<file path="config.mk">
export PLATFORM = sky130hd
export DESIGN_NAME = btn_debounce_ce
export DESIGN_NICKNAME = d
export VERILOG_FILES = /design/src/rtl/btn_pkg.sv /design/src/rtl/btn_debounce_ch.sv /design/src/rtl/btn_debounce_ce.sv
export SDC_FILE = /design/constraint.sdc
export NUM_CORES = 1
export LEC_CHECK = 0
export ABC_AREA = 0
export ABC_CLOCK_PERIOD_IN_PS = 2900
export CAP_MARGIN = 40
export CORE_UTILIZATION = 55
export DETAILED_ROUTE_END_ITERATION = 10
export PLACE_DENSITY = 0.87
export SLEW_MARGIN = 30
export SYNTH_ARGS = -nofsm -noshare
export SYNTH_HDL_FRONTEND = slang
export SYNTH_SLANG_ARGS = --single-unit
</file>
<file path="constraint.sdc">
create_clock -name clk -period 2.9 [get_ports clk]
set_clock_uncertainty 0.2 [all_clocks]
set_input_delay 0.58 -clock clk [delete_from_list [all_inputs] [get_ports clk]]
set_output_delay 0.58 -clock clk [all_outputs]
set_load 0.02 [all_outputs]
</file>
<file path="src/rtl/btn_pkg.sv">
// Shared definitions for the button debouncer: channel FSM states and timing constants.
package btn_pkg;

  localparam int F_CLK_DEFAULT = 50_000_000;
  localparam int DIV_1MS       = F_CLK_DEFAULT / 1000;
  localparam int DIV_10        = 10;

  typedef enum logic [1:0] {
    IDLE_LO = 2'd0,
    CONF_HI = 2'd1,
    IDLE_HI = 2'd2,
    CONF_LO = 2'd3
  } btn_state_t;

  // Clock cycles per millisecond for an arbitrary build frequency.
  function automatic int div_1ms(input int f_clk);
    return f_clk / 1000;
  endfunction

endpackage

</file>
<file path="src/rtl/btn_debounce_ch.sv">
// One debounce channel: 2-flop synchronizer, confirm FSM and stable counter.
module btn_debounce_ch
  import btn_pkg::*;
#(
  parameter int STABLE_MS = 8
) (
  input  logic clk,
  input  logic i_rst_n,
  input  logic i_raw,
  input  logic i_ce,
  output logic o_level
);

  localparam logic [7:0] L_TARGET = 8'(STABLE_MS);

  logic       r_sync_meta;
  logic       r_sync;
  btn_state_t r_state;
  btn_state_t w_state_nxt;
  logic [7:0] r_cnt;
  logic [7:0] w_cnt_nxt;
  logic [7:0] w_cnt_inc;
  logic       r_level;
  logic       w_level_nxt;

  // NOTE: sequential state uses non-blocking assignments so every flop samples pre-edge values.
  always_ff @(posedge clk or negedge i_rst_n) begin
    if (!i_rst_n) begin
      r_sync_meta <= 1'b0;
      r_sync      <= 1'b0;
    end else begin
      r_sync_meta <= i_raw;
      r_sync      <= r_sync_meta;
    end
  end

  assign w_cnt_inc = r_cnt + 8'd1;

  always_comb begin
    // NOTE: hold-by-default on every output of this block keeps it free of inferred latches.
    w_state_nxt = r_state;
    w_cnt_nxt   = r_cnt;
    w_level_nxt = r_level;
    if (i_ce) begin
      case (r_state)
        IDLE_LO: if (r_sync) begin
          if (STABLE_MS == 1) begin
            w_state_nxt = IDLE_HI;
            w_level_nxt = 1'b1;
          end else begin
            w_state_nxt = CONF_HI;
            w_cnt_nxt   = 8'd1;
          end
        end
        CONF_HI: if (r_sync) begin
          if (w_cnt_inc == L_TARGET) begin
            w_state_nxt = IDLE_HI;
            w_level_nxt = 1'b1;
            w_cnt_nxt   = 8'd0;
          end else begin
            w_cnt_nxt = w_cnt_inc;
          end
        end else begin
          w_state_nxt = IDLE_LO;
          w_cnt_nxt   = 8'd0;
        end
        IDLE_HI: if (!r_sync) begin
          if (STABLE_MS == 1) begin
            w_state_nxt = IDLE_LO;
            w_level_nxt = 1'b0;
          end else begin
            w_state_nxt = CONF_LO;
            w_cnt_nxt   = 8'd1;
          end
        end
        CONF_LO: if (!r_sync) begin
          if (w_cnt_inc == L_TARGET) begin
            w_state_nxt = IDLE_LO;
            w_level_nxt = 1'b0;
            w_cnt_nxt   = 8'd0;
          end else begin
            w_cnt_nxt = w_cnt_inc;
          end
        end else begin
          w_state_nxt = IDLE_HI;
          w_cnt_nxt   = 8'd0;
        end
        default: begin
          w_state_nxt = IDLE_LO;
          w_cnt_nxt   = 8'd0;
          w_level_nxt = 1'b0;
        end
      endcase
    end
  end

  always_ff @(posedge clk or negedge i_rst_n) begin
    if (!i_rst_n) begin
      r_state <= IDLE_LO;
      r_cnt   <= 8'd0;
      r_level <= 1'b0;
    end else begin
      r_state <= w_state_nxt;
      r_cnt   <= w_cnt_nxt;
      r_level <= w_level_nxt;
    end
  end

  assign o_level = r_level;

endmodule

</file>
<file path="src/rtl/btn_debounce_ce.sv">
// Two-button debouncer with shared 1 ms / 10 ms clock-enable strobes.
module btn_debounce_ce
  import btn_pkg::*;
#(
  parameter int F_CLK     = 50_000_000,
  parameter int STABLE_MS = 8
) (
  input  logic clk,
  input  logic rst_n,
  input  logic BTN_UP_RAW,
  input  logic BTN_DOWN_RAW,
  output logic BTN_UP,
  output logic BTN_DOWN,
  output logic ce1ms,
  output logic ce10ms
);

  localparam int L_DIV = div_1ms(F_CLK);
  localparam int L_PW  = (L_DIV > 1) ? $clog2(L_DIV) : 1;

  logic            r_rst_meta;
  logic            r_rst_sync;
  logic            w_rst_n;
  logic [L_PW-1:0] r_pre;
  logic            w_pre_last;
  logic [3:0]      r_dec;
  logic            w_dec_last;

  // Reset asserts asynchronously but releases two clocks later, aligned to clk.
  always_ff @(posedge clk or negedge rst_n) begin
    if (!rst_n) begin
      r_rst_meta <= 1'b0;
      r_rst_sync <= 1'b0;
    end else begin
      r_rst_meta <= 1'b1;
      r_rst_sync <= r_rst_meta;
    end
  end

  assign w_rst_n = r_rst_sync;

  assign w_pre_last = (r_pre == L_PW'(L_DIV - 1));

  always_ff @(posedge clk or negedge w_rst_n) begin
    if (!w_rst_n) begin
      r_pre <= '0;
    end else if (w_pre_last) begin
      r_pre <= '0;
    end else begin
      r_pre <= r_pre + L_PW'(1);
    end
  end

  assign ce1ms      = w_pre_last & w_rst_n;
  assign w_dec_last = (r_dec == 4'(DIV_10 - 1));
  assign ce10ms     = ce1ms & w_dec_last;

  always_ff @(posedge clk or negedge w_rst_n) begin
    if (!w_rst_n) begin
      r_dec <= 4'd0;
    end else if (ce1ms) begin
      r_dec <= w_dec_last ? 4'd0 : r_dec + 4'd1;
    end
  end

  btn_debounce_ch #(.STABLE_MS(STABLE_MS)) u_ch_up (
    .clk     (clk),
    .i_rst_n (w_rst_n),
    .i_raw   (BTN_UP_RAW),
    .i_ce    (ce1ms),
    .o_level (BTN_UP)
  );

  btn_debounce_ch #(.STABLE_MS(STABLE_MS)) u_ch_down (
    .clk     (clk),
    .i_rst_n (w_rst_n),
    .i_raw   (BTN_DOWN_RAW),
    .i_ce    (ce1ms),
    .o_level (BTN_DOWN)
  );

endmodule

</file>
## Yosys cells after proc, flatten, opt, wreduce, memory -nomap -nowiden

Index checks and enable logic that the tools add are counted.

- Bits in registers: 48
- Bits in latches: 0
- RAM bits: 0
- ROM bits: 0
- Input port bits: 4
- Output and inout bits: 4
- Word-level logic and storage cells: 94
- Memories kept: 0

- Add/subtract/negate cells: 4
- $mul: 0
- Divide/modulo/power cells: 0
- Magnitude comparators: 0
- Equality and inequality tests: 26
- Shift operators: 0
- Mux-type cells: 38
- Bitwise gates (word level): 2
- Reductions and logical operators: 10

Operators by type and width:

| cell | count |
|---|---|
| 2-to-1 mux 8 bit | 10 |
| case mux 8 bit (4 select lines) | 2 |
| 2-to-1 mux 2 bit | 12 |
| adder 16 x 1 -> 16 bit, second input constant | 1 |
| adder 8 x 1 -> 8 bit, second input constant | 2 |
| == test 16 bit, second input constant | 1 |
| == test 8 x 4 -> 1 bit, second input constant | 2 |
| 2-to-1 mux 16 bit | 1 |
| inequality test 2 x 1 -> 1 bit, second input constant | 8 |
| case mux 2 bit (4 select lines) | 2 |
| AND reduction 6 bit | 2 |
| AND reduction 5 bit | 2 |
| == test 2 bit, second input constant | 4 |
| 2-to-1 mux 1 bit | 8 |
| inequality test 2 bit, second input constant | 4 |
| inequality test 3 x 1 -> 1 bit, second input constant | 2 |
| inequality test 3 bit, second input constant | 2 |
| AND reduction 3 bit | 2 |
| adder 4 x 1 -> 4 bit, second input constant | 1 |
| == test 2 x 1 -> 1 bit, second input constant | 2 |
| == test 4 bit, second input constant | 1 |
| zero test 2 bit | 2 |
| 2-to-1 mux 4 bit | 1 |
| case mux 1 bit (2 select lines) | 2 |
| 2 further kinds | 4 |

## Depth between registers and ports, before layout

Gate-level depths: netlist of the first run.

- Depth in word-level cells: 5
- Depth in mapped cells: 8
- Gate-level depth less buffers: 6

## Cells and area by module

A second synthesis of the first run with hierarchy kept.

- Cells, all modules: 229
- Area total of the unflattened synthesis: 2497.4 um^2

Modules (own cells, without submodules):

| module | instances | cells each | area each (um^2) | seq. area each (um^2) |
|---|---|---|---|---|
| btn_debounce_ce | 1 | 90 | 1053.5 | 550.5 |
| btn_debounce_ch (u_ch_up) | 1 | 73 | 755.7 | 325.3 |
| btn_debounce_ch (u_ch_down) | 1 | 66 | 688.2 | 325.3 |

## Worst setup path after synthesis of the first run

Ideal clock, no wire load.

- Path type: reg-to-output
- From: register r_rst_sync
- To: output ce10ms
- Arrival time: 2.559 ns
- Data required time: 2.120 ns
- Slack: -0.439 ns
- Stages on the path, launching flop included: 5
- Buffers on the path: 0
- Cell sequence: dfrtp_1 -> nand4_1 -> nor4_4 -> nand2_1 -> nor3_1

- Word-level cells in the longest chain between the ends: 2

Ends and longest elaborated chain:

| what | line | RTL |
|---|---|---|
| start: declaration | btn_debounce_ce.sv:22 | `logic r_rst_sync;` |
| start signal: assignment | btn_debounce_ce.sv:36 | `r_rst_sync <= r_rst_meta;` |
| bitwise AND 1 bit | btn_debounce_ce.sv:54 | `assign ce1ms = w_pre_last & w_rst_n;` |
| bitwise AND 1 bit | btn_debounce_ce.sv:56 | `assign ce10ms = ce1ms & w_dec_last;` |
| end: declaration | btn_debounce_ce.sv:15 | `output logic ce10ms` |

Every way passes these cells.

## Worst setup path in the final report of the first run

- From: register r_pre[11]
- To: output ce1ms

- Word-level cells in the longest chain between the ends: 2

Ends and longest elaborated chain:

| what | line | RTL |
|---|---|---|
| start: declaration | btn_debounce_ce.sv:24 | `logic [L_PW-1:0] r_pre;` |
| start signal: assignment | btn_debounce_ce.sv:50 | `r_pre <= r_pre + L_PW'(1);` |
| == test 16 bit | btn_debounce_ce.sv:42 | `assign w_pre_last = (r_pre == L_PW'(L_DIV - 1));` |
| bitwise AND 1 bit | btn_debounce_ce.sv:54 |  |
| end: declaration | btn_debounce_ce.sv:14 | `output logic ce1ms,` |

Every way passes these cells.

==> impl_metrics.ini, run 1 <==
[finish]
layout_common_cells = dfrtp_1, nand2_1, nor2_1, nand3_1, buf_4
utilization_pct = 64.63
area_delta_synth_final_pct = 11.00
nFillCells = 343
multi_input_area_mm2 = 0.001300
finalInstanceArea_mm2 = 0.002853
antenna_cells = 0
layout_commonest_cell = dfrtp_1
instances_no_fill = 345
drive_gt1_share_pct = 11.26
final-seq-area_mm2 = 0.001202
final_nets = 301

[global_routing]
grt.overflow.total = 0
antenna_found_initial = 0
grt_pass1_vias = 1827
grt_max_degree = 51
grt_first_pass_wirelength_um = 8190
grt_use_total_pct = 20.92

[setup_path]
critPathRequiredTime_ps = 2120
worst_path_max_delay_cell = or4b_4
crit_chain = or4b_4 > nor4_4 > buf_4 > dlygate4sd2_1
crit_arrival_ps = 2040
worst_setup_path_start_kind = flop
cp_max_fo = 3
cp-end-kind = primary output
cp_top_family = simple AND/OR/NAND/NOR gates
crit_type = flop to primary output
slowest_delay_ps = 560
cp.buffers_inverters = 2

[power]
power_frac_comb_pct = 2.3
leakage_nw = 1.301
p_switching_mw = 0.2347
power_frac_seq_pct = 60.9
pwr-share-clk_pct = 36.8
swShare_pct = 21.18
p_per_area_mw_per_mm2 = 388.5
max-vdd-ir-drop_mv = 0.2655
intPower_mw = 0.8735

[logic_synthesis]
synthFlopType = dfrtp_1
async_flop_share_pct = 100.0
syn_nets = 282
synth_edf_count = 0
seq_area_frac_synth_pct = 46.74
syn_avg_cell_area_um2 = 9.414
syn_area_mm2 = 0.002570
syn-instance-count = 273
ys_warn_count = 0
ys_types = 54
synth-seq-cells = 48

[clocking]
root_buffer = clkbuf_8
clkTransAtPathRegs_ps = 80
cts_buffer_depth = 2
cts_sinks = 48
clk_latency_ps = 300
cts_made_buffers = 5
cts_hold_buf = 0
htreeDepth = 2
cts_tree = built
post_cts_buffers = 0

[routing]
viasPerCell = 5.690
drt.antenna.violating_nets = 0
drt_iter0_markers = 107
wirelength_um = 4712
wire_per_inst_um = 13.66
drc = 0
firstDrtPassIters = 4
vias = 1963

[sta]
fin_hold_ws_ps = 154.9
max_slew_margin_pct = 58.92
maxSlewViolCount = 0
post-route-period-util_pct = 97.23
worstMarginPinSlew_ps = 615.0
fin_setup_tns_ps = 0
hold_viol_final = 0
clock.fmax_mhz = 354.7
min_period_ps = 2820
rsz0062_at_grt = no
setup_violations = 0

[die]
die_x_um = 70.36
die_h_um = 70.36
core_mm2 = 0.004414
pin_count = 8
start_util_pct = 58.22
row_count = 24
die_area_mm2 = 0.004950

[worst_hold_path]
holdCritPathClass = flop to flop

[run]
maxCapViolCount = 0

[status]
status = finished clean

[placement]
place_congestion = 0.8005
port_buffers = 7
place_area_mm2 = 0.002761
place_inst = 337
dp_hpwl_um = 3328
## worst paths after layout
check	slack [ps]	depth (start not counted)	startpoint	to
hold / removal	150	0	u_ch_down.r_sync_meta$_DFF_PN0_	u_ch_down.r_sync$_DFF_PN0_
setup / recovery	80	4	r_pre[11]$_DFF_PN0_	ce1ms
hold reg to reg	150	0	u_ch_down.r_sync_meta$_DFF_PN0_	u_ch_down.r_sync$_DFF_PN0_
max in group asynchronous	1920	1	r_rst_sync$_DFF_PN0_	asynchronous set/reset pin
min in group asynchronous	180	1	r_rst_sync$_DFF_PN0_	u_ch_down.o_level$_DFFE_PN0P_
setup reg to reg	310	7	r_pre[11]$_DFF_PN0_	flop
## power by group through the flow
stage          sequential [mW]  combinational (mW)  clock [mW]
2_1_floorplan            0.698             0.00615           0
4_1_cts                  0.675              0.0266       0.417
3_5_place_dp             0.689              0.0265           0
5_1_grt                  0.676              0.0300       0.440
3_3_place_gp             0.689              0.0261           0
6_report                 0.675              0.0256       0.407
## flip-flops by register name, indices dropped and copies added, names as in the netlist, named ones only
register,flops
r_rst_sync,1
u_ch_down.r_sync_meta,1
u_ch_up.r_sync,1
u_ch_down.r_state,1
u_ch_down.r_sync,1
u_ch_up.r_state,1
r_rst_meta,1
r_dec,4
u_ch_up.r_sync_meta,1
u_ch_down.o_level,1
u_ch_down.r_cnt,8
u_ch_up.r_cnt,8
u_ch_up.o_level,1
r_pre,16
## worst register-to-register path: cells and delay by family, from the launching register on
kind            cells  cell delay (ps)
compound gates      1              230
buf+inv             2              400
flops               1              380
mux                 1              330
simple gates        3              940
## kinds of logic after synthesis
| logic type | Yosys count | share of synthesized area, % |
|---|---|---|
| AO/OA/AOI/OAI | 52 | 12.95 |
| adder cells (fa/ha/maj) | 5 | 2.434 |
| AND/OR/NAND/NOR | 125 | 25.75 |
| flip-flops | 48 | 46.74 |
| other | 1 | 0.1459 |
| buffers and inverters | 16 | 2.824 |
| multiplexers | 3 | 1.314 |
| XOR/XNOR | 23 | 7.838 |
## final cells by class
cell class | instances | area share (%)
flip-flops and latches | 48 | 42.15
clock inverters | 1 | 0.2632
clock buffers | 7 | 3.026
inverters | 8 | 1.053
well taps | 52 | 2.281
repair buffers | 20 | 5.658
multi-input cells | 209 | 45.57
## repair_timing
action	4_1_cts	5_1_grt
hold endpoints to repair	0	0
gates resized for setup	7	0
endpoints found under the setup margin	2	0
## stage by stage
stage	power, mW	setup slack (ps)
final	1.108	80.39
after global routing	1.146	26.63
after CTS	1.119	63.88
after detailed placement	0.7152	-52.15
after global placement	0.7147	-31.02
after floorplan	0.7038	83.41
## cells in the mapped netlist (3+ instances only)
master | number | area, um^2
dfrtp_1 | 48 | 1201
nand3_1 | 17 | 85.08
nand2_1 | 42 | 157.7
nor2_1 | 19 | 71.32
clkbuf_1 | 5 | 18.77
nor3b_1 | 5 | 37.54
a21o_1 | 3 | 22.52
nand4_1 | 7 | 43.79
inv_1 | 8 | 30.03
xnor2_1 | 11 | 96.34
nor3_1 | 7 | 35.03
xor2_1 | 12 | 105.1
o21ai_1 | 12 | 60.06
a31oi_1 | 3 | 18.77
a21oi_1 | 11 | 55.05
and3_1 | 3 | 18.77
and2_1 | 4 | 25.02
ha_1 | 5 | 62.56
o21ai_0 | 7 | 35.03
## metal layers
metal  vias up  routed length (um)  global-route usage [%]
li1        995                   -                       -
met1       937                2303                   27.26
met2        26                2258                   35.24
met3         5                 101                   3.030
met4         0                  48                   7.778
met5         -                   0                       0
Note: power is estimated with default switching activity, not from simulation.
==> run 2: changes to the inputs <==
--- a/config.mk
+++ b/config.mk
@@ -6,9 +6,9 @@
 export NUM_CORES = 1
 export LEC_CHECK = 0
 export ABC_AREA = 0
-export ABC_CLOCK_PERIOD_IN_PS = 2900
+export ABC_CLOCK_PERIOD_IN_PS = 3100
 export CAP_MARGIN = 40
-export CORE_UTILIZATION = 55
+export CORE_UTILIZATION = 57
 export DETAILED_ROUTE_END_ITERATION = 10
 export PLACE_DENSITY = 0.87
 export SLEW_MARGIN = 30
==> constraint.sdc (replaced) <==
create_clock -name clk -period 3.1 [get_ports clk]
set_clock_uncertainty 0.2 [all_clocks]
set_input_delay 0.62 -clock clk [delete_from_list [all_inputs] [get_ports clk]]
set_output_delay 0.62 -clock clk [all_outputs]
set_load 0.02 [all_outputs]
==> run 2 against run 1 <==
Global-route usage increased by 1.8 points; worst setup slack improved by 13 ps; die area decreased by 3.4%; cell area increased by 0.53%; clock power increased by 14%; register-to-register slack improved by 270 ps; power increased by 1.2%; clock-buffer cell count decreased by 2; sequential share of layout area decreased by 0.22 points; critical endpoint unchanged.
==> impl_metrics.ini, run 2 (same netlist as run 1, synthesis figures left out) <==
[sta]
hold_viol_final = 0
min_period_ps = 3006
clock.fmax_mhz = 332.6
setup_violations = 0
fin_hold_ws_ps = 153.3
worst_slack_ps = 93.65
max_slew_margin_pct = 59.91
rsz0062_at_grt = no
fin_setup_tns_ps = 0
worstMarginPinSlew_ps = 601.4
post-route-period-util_pct = 96.98
maxSlewViolCount = 0

[finish]
final_nets = 300
regMostFlops = r_pre
drive_gt1_share_pct = 10.96
top_regs = r_pre: 16 flops, u_ch_down.r_cnt: 8 flops, u_ch_up.r_cnt: 8 flops
layout_common_cells = dfrtp_1, nand2_1, nor2_1, nand3_1
area_delta_synth_final_pct = 11.59
largest_reg_flops = 16
layout_commonest_cell = dfrtp_1
instances_no_fill = 344
nFillCells = 339
antenna_cells = 0

[setup_path]
cp-end-kind = primary output
critPathRequiredTime_ps = 2280
crit_chain = or4b_4 > nor4_4 > buf_6 > dlygate4sd2_1
crit_type = flop to primary output
slowest_delay_ps = 570
worst_path_max_delay_cell = or4b_4
worst_setup_path_start_kind = flop
crit_arrival_ps = 2190
cp_max_fo = 21
rrSetupSlack_ps = 580

[clocking]
cts_tree = built
cts_made_buffers = 5
clkTransAtPathRegs_ps = 90
clk_latency_ps = 310
post_cts_buffers = 0
root_buffer = clkbuf_8
htreeDepth = 2
cts_buffer_depth = 2
cts_sinks = 48

[placement]
pre_cts_slack_ps = 91.86
port_buffers = 7
place_congestion = 0.8619
dp_hpwl_um = 3501
place_inst = 336

[global_routing]
grt_use_total_pct = 22.69
grt.overflow.total = 0
grt_first_pass_wirelength_um = 8721
antenna_found_initial = 0
grt_pass1_vias = 1913
grt_max_degree = 51

[die]
die_x_um = 69.15
core_mm2 = 0.004354
die_area_mm2 = 0.004781
start_util_pct = 59.02
row_count = 24
die_h_um = 69.15
pin_count = 8

[routing]
viasPerCell = 5.689
drc = 0
wire_per_inst_um = 14.45
wirelength_um = 4971
vias = 1957
firstDrtPassIters = 4
drt_iter0_markers = 168
drt.antenna.violating_nets = 0

[run]
maxCapViolCount = 0

[status]
status = finished clean

[worst_hold_path]
holdCritPathClass = flop to flop

[power]
leakage_nw = 1.308
p_per_area_mw_per_mm2 = 391.1
max-vdd-ir-drop_mv = 0.3237
==> run 2: power by group <==
| part | internal (mW) | switching, mW |
|---|---|---|
| clock | 0.243 | 0.223 |
| sequential | 0.630 | 0.00221 |
| combinational | 0.00620 | 0.0177 |
| total | 0.879 | 0.243 |
==> run 2: critical path: cells and delay by family, from the launching register on <==
family | cells | cell delay (ps)
flip-flops | 1 | 400
AND/OR/NAND/NOR | 2 | 890
buffers and inverters | 2 | 590
==> run 2: worst paths after layout <==
path | start | endpoint | depth (start not counted)
setup / recovery | r_pre[11]$_DFF_PN0_ | ce1ms | 4
hold / removal | u_ch_up.r_sync_meta$_DFF_PN0_ | u_ch_up.r_sync$_DFF_PN0_ | 0
setup reg to reg | u_ch_up.r_cnt[0]$_DFFE_PN0P_ | flop | 6
hold reg to reg | u_ch_up.r_sync_meta$_DFF_PN0_ | u_ch_up.r_sync$_DFF_PN0_ | 0
max in group asynchronous | r_rst_sync$_DFF_PN0_ | u_ch_up.r_sync$_DFF_PN0_ | 1
min in group asynchronous | r_rst_sync$_DFF_PN0_ | u_ch_down.o_level$_DFFE_PN0P_ | 1
==> run 2: cell type report <==
class	instances	area (um^2)	share of cell area [%]
inverters	8	30.03	1.047
clock buffers	5	68.82	2.400
well taps	52	65.06	2.269
multi-input cells	209	1296	45.20
clock inverters	3	47.55	1.658
repair buffers	19	157.7	5.497
flip-flops and latches	48	1202	41.93
==> run 2: per-layer routing <==
metal	share of wire, %	up-vias	GRT usage [%]
li1	-	994	-
met1	46	940	30.43
met2	51	18	37.76
met3	2.1	5	4.386
met4	0.89	0	6.122
met5	0	-	0
==> run 2: per-stage QoR <==
stage               instance area (um^2)  utilization [%]  total power, mW
finish                              2868            65.86            1.122
global route                        2868            65.86            1.165
CTS                                 2872            65.95            1.129
detailed placement                  2754            63.25           0.6690
global placement                    2754            63.25           0.6683
floorplan                           2571                -           0.6584
==> run 2: repair_timing <==
action                                 in CTS  in global routing
resized for setup                           3                  3
hold buffers                                0                  0
setup endpoints to repair                   2                  1
endpoints found under the hold margin       0                  0
pin swaps                                   0                  0
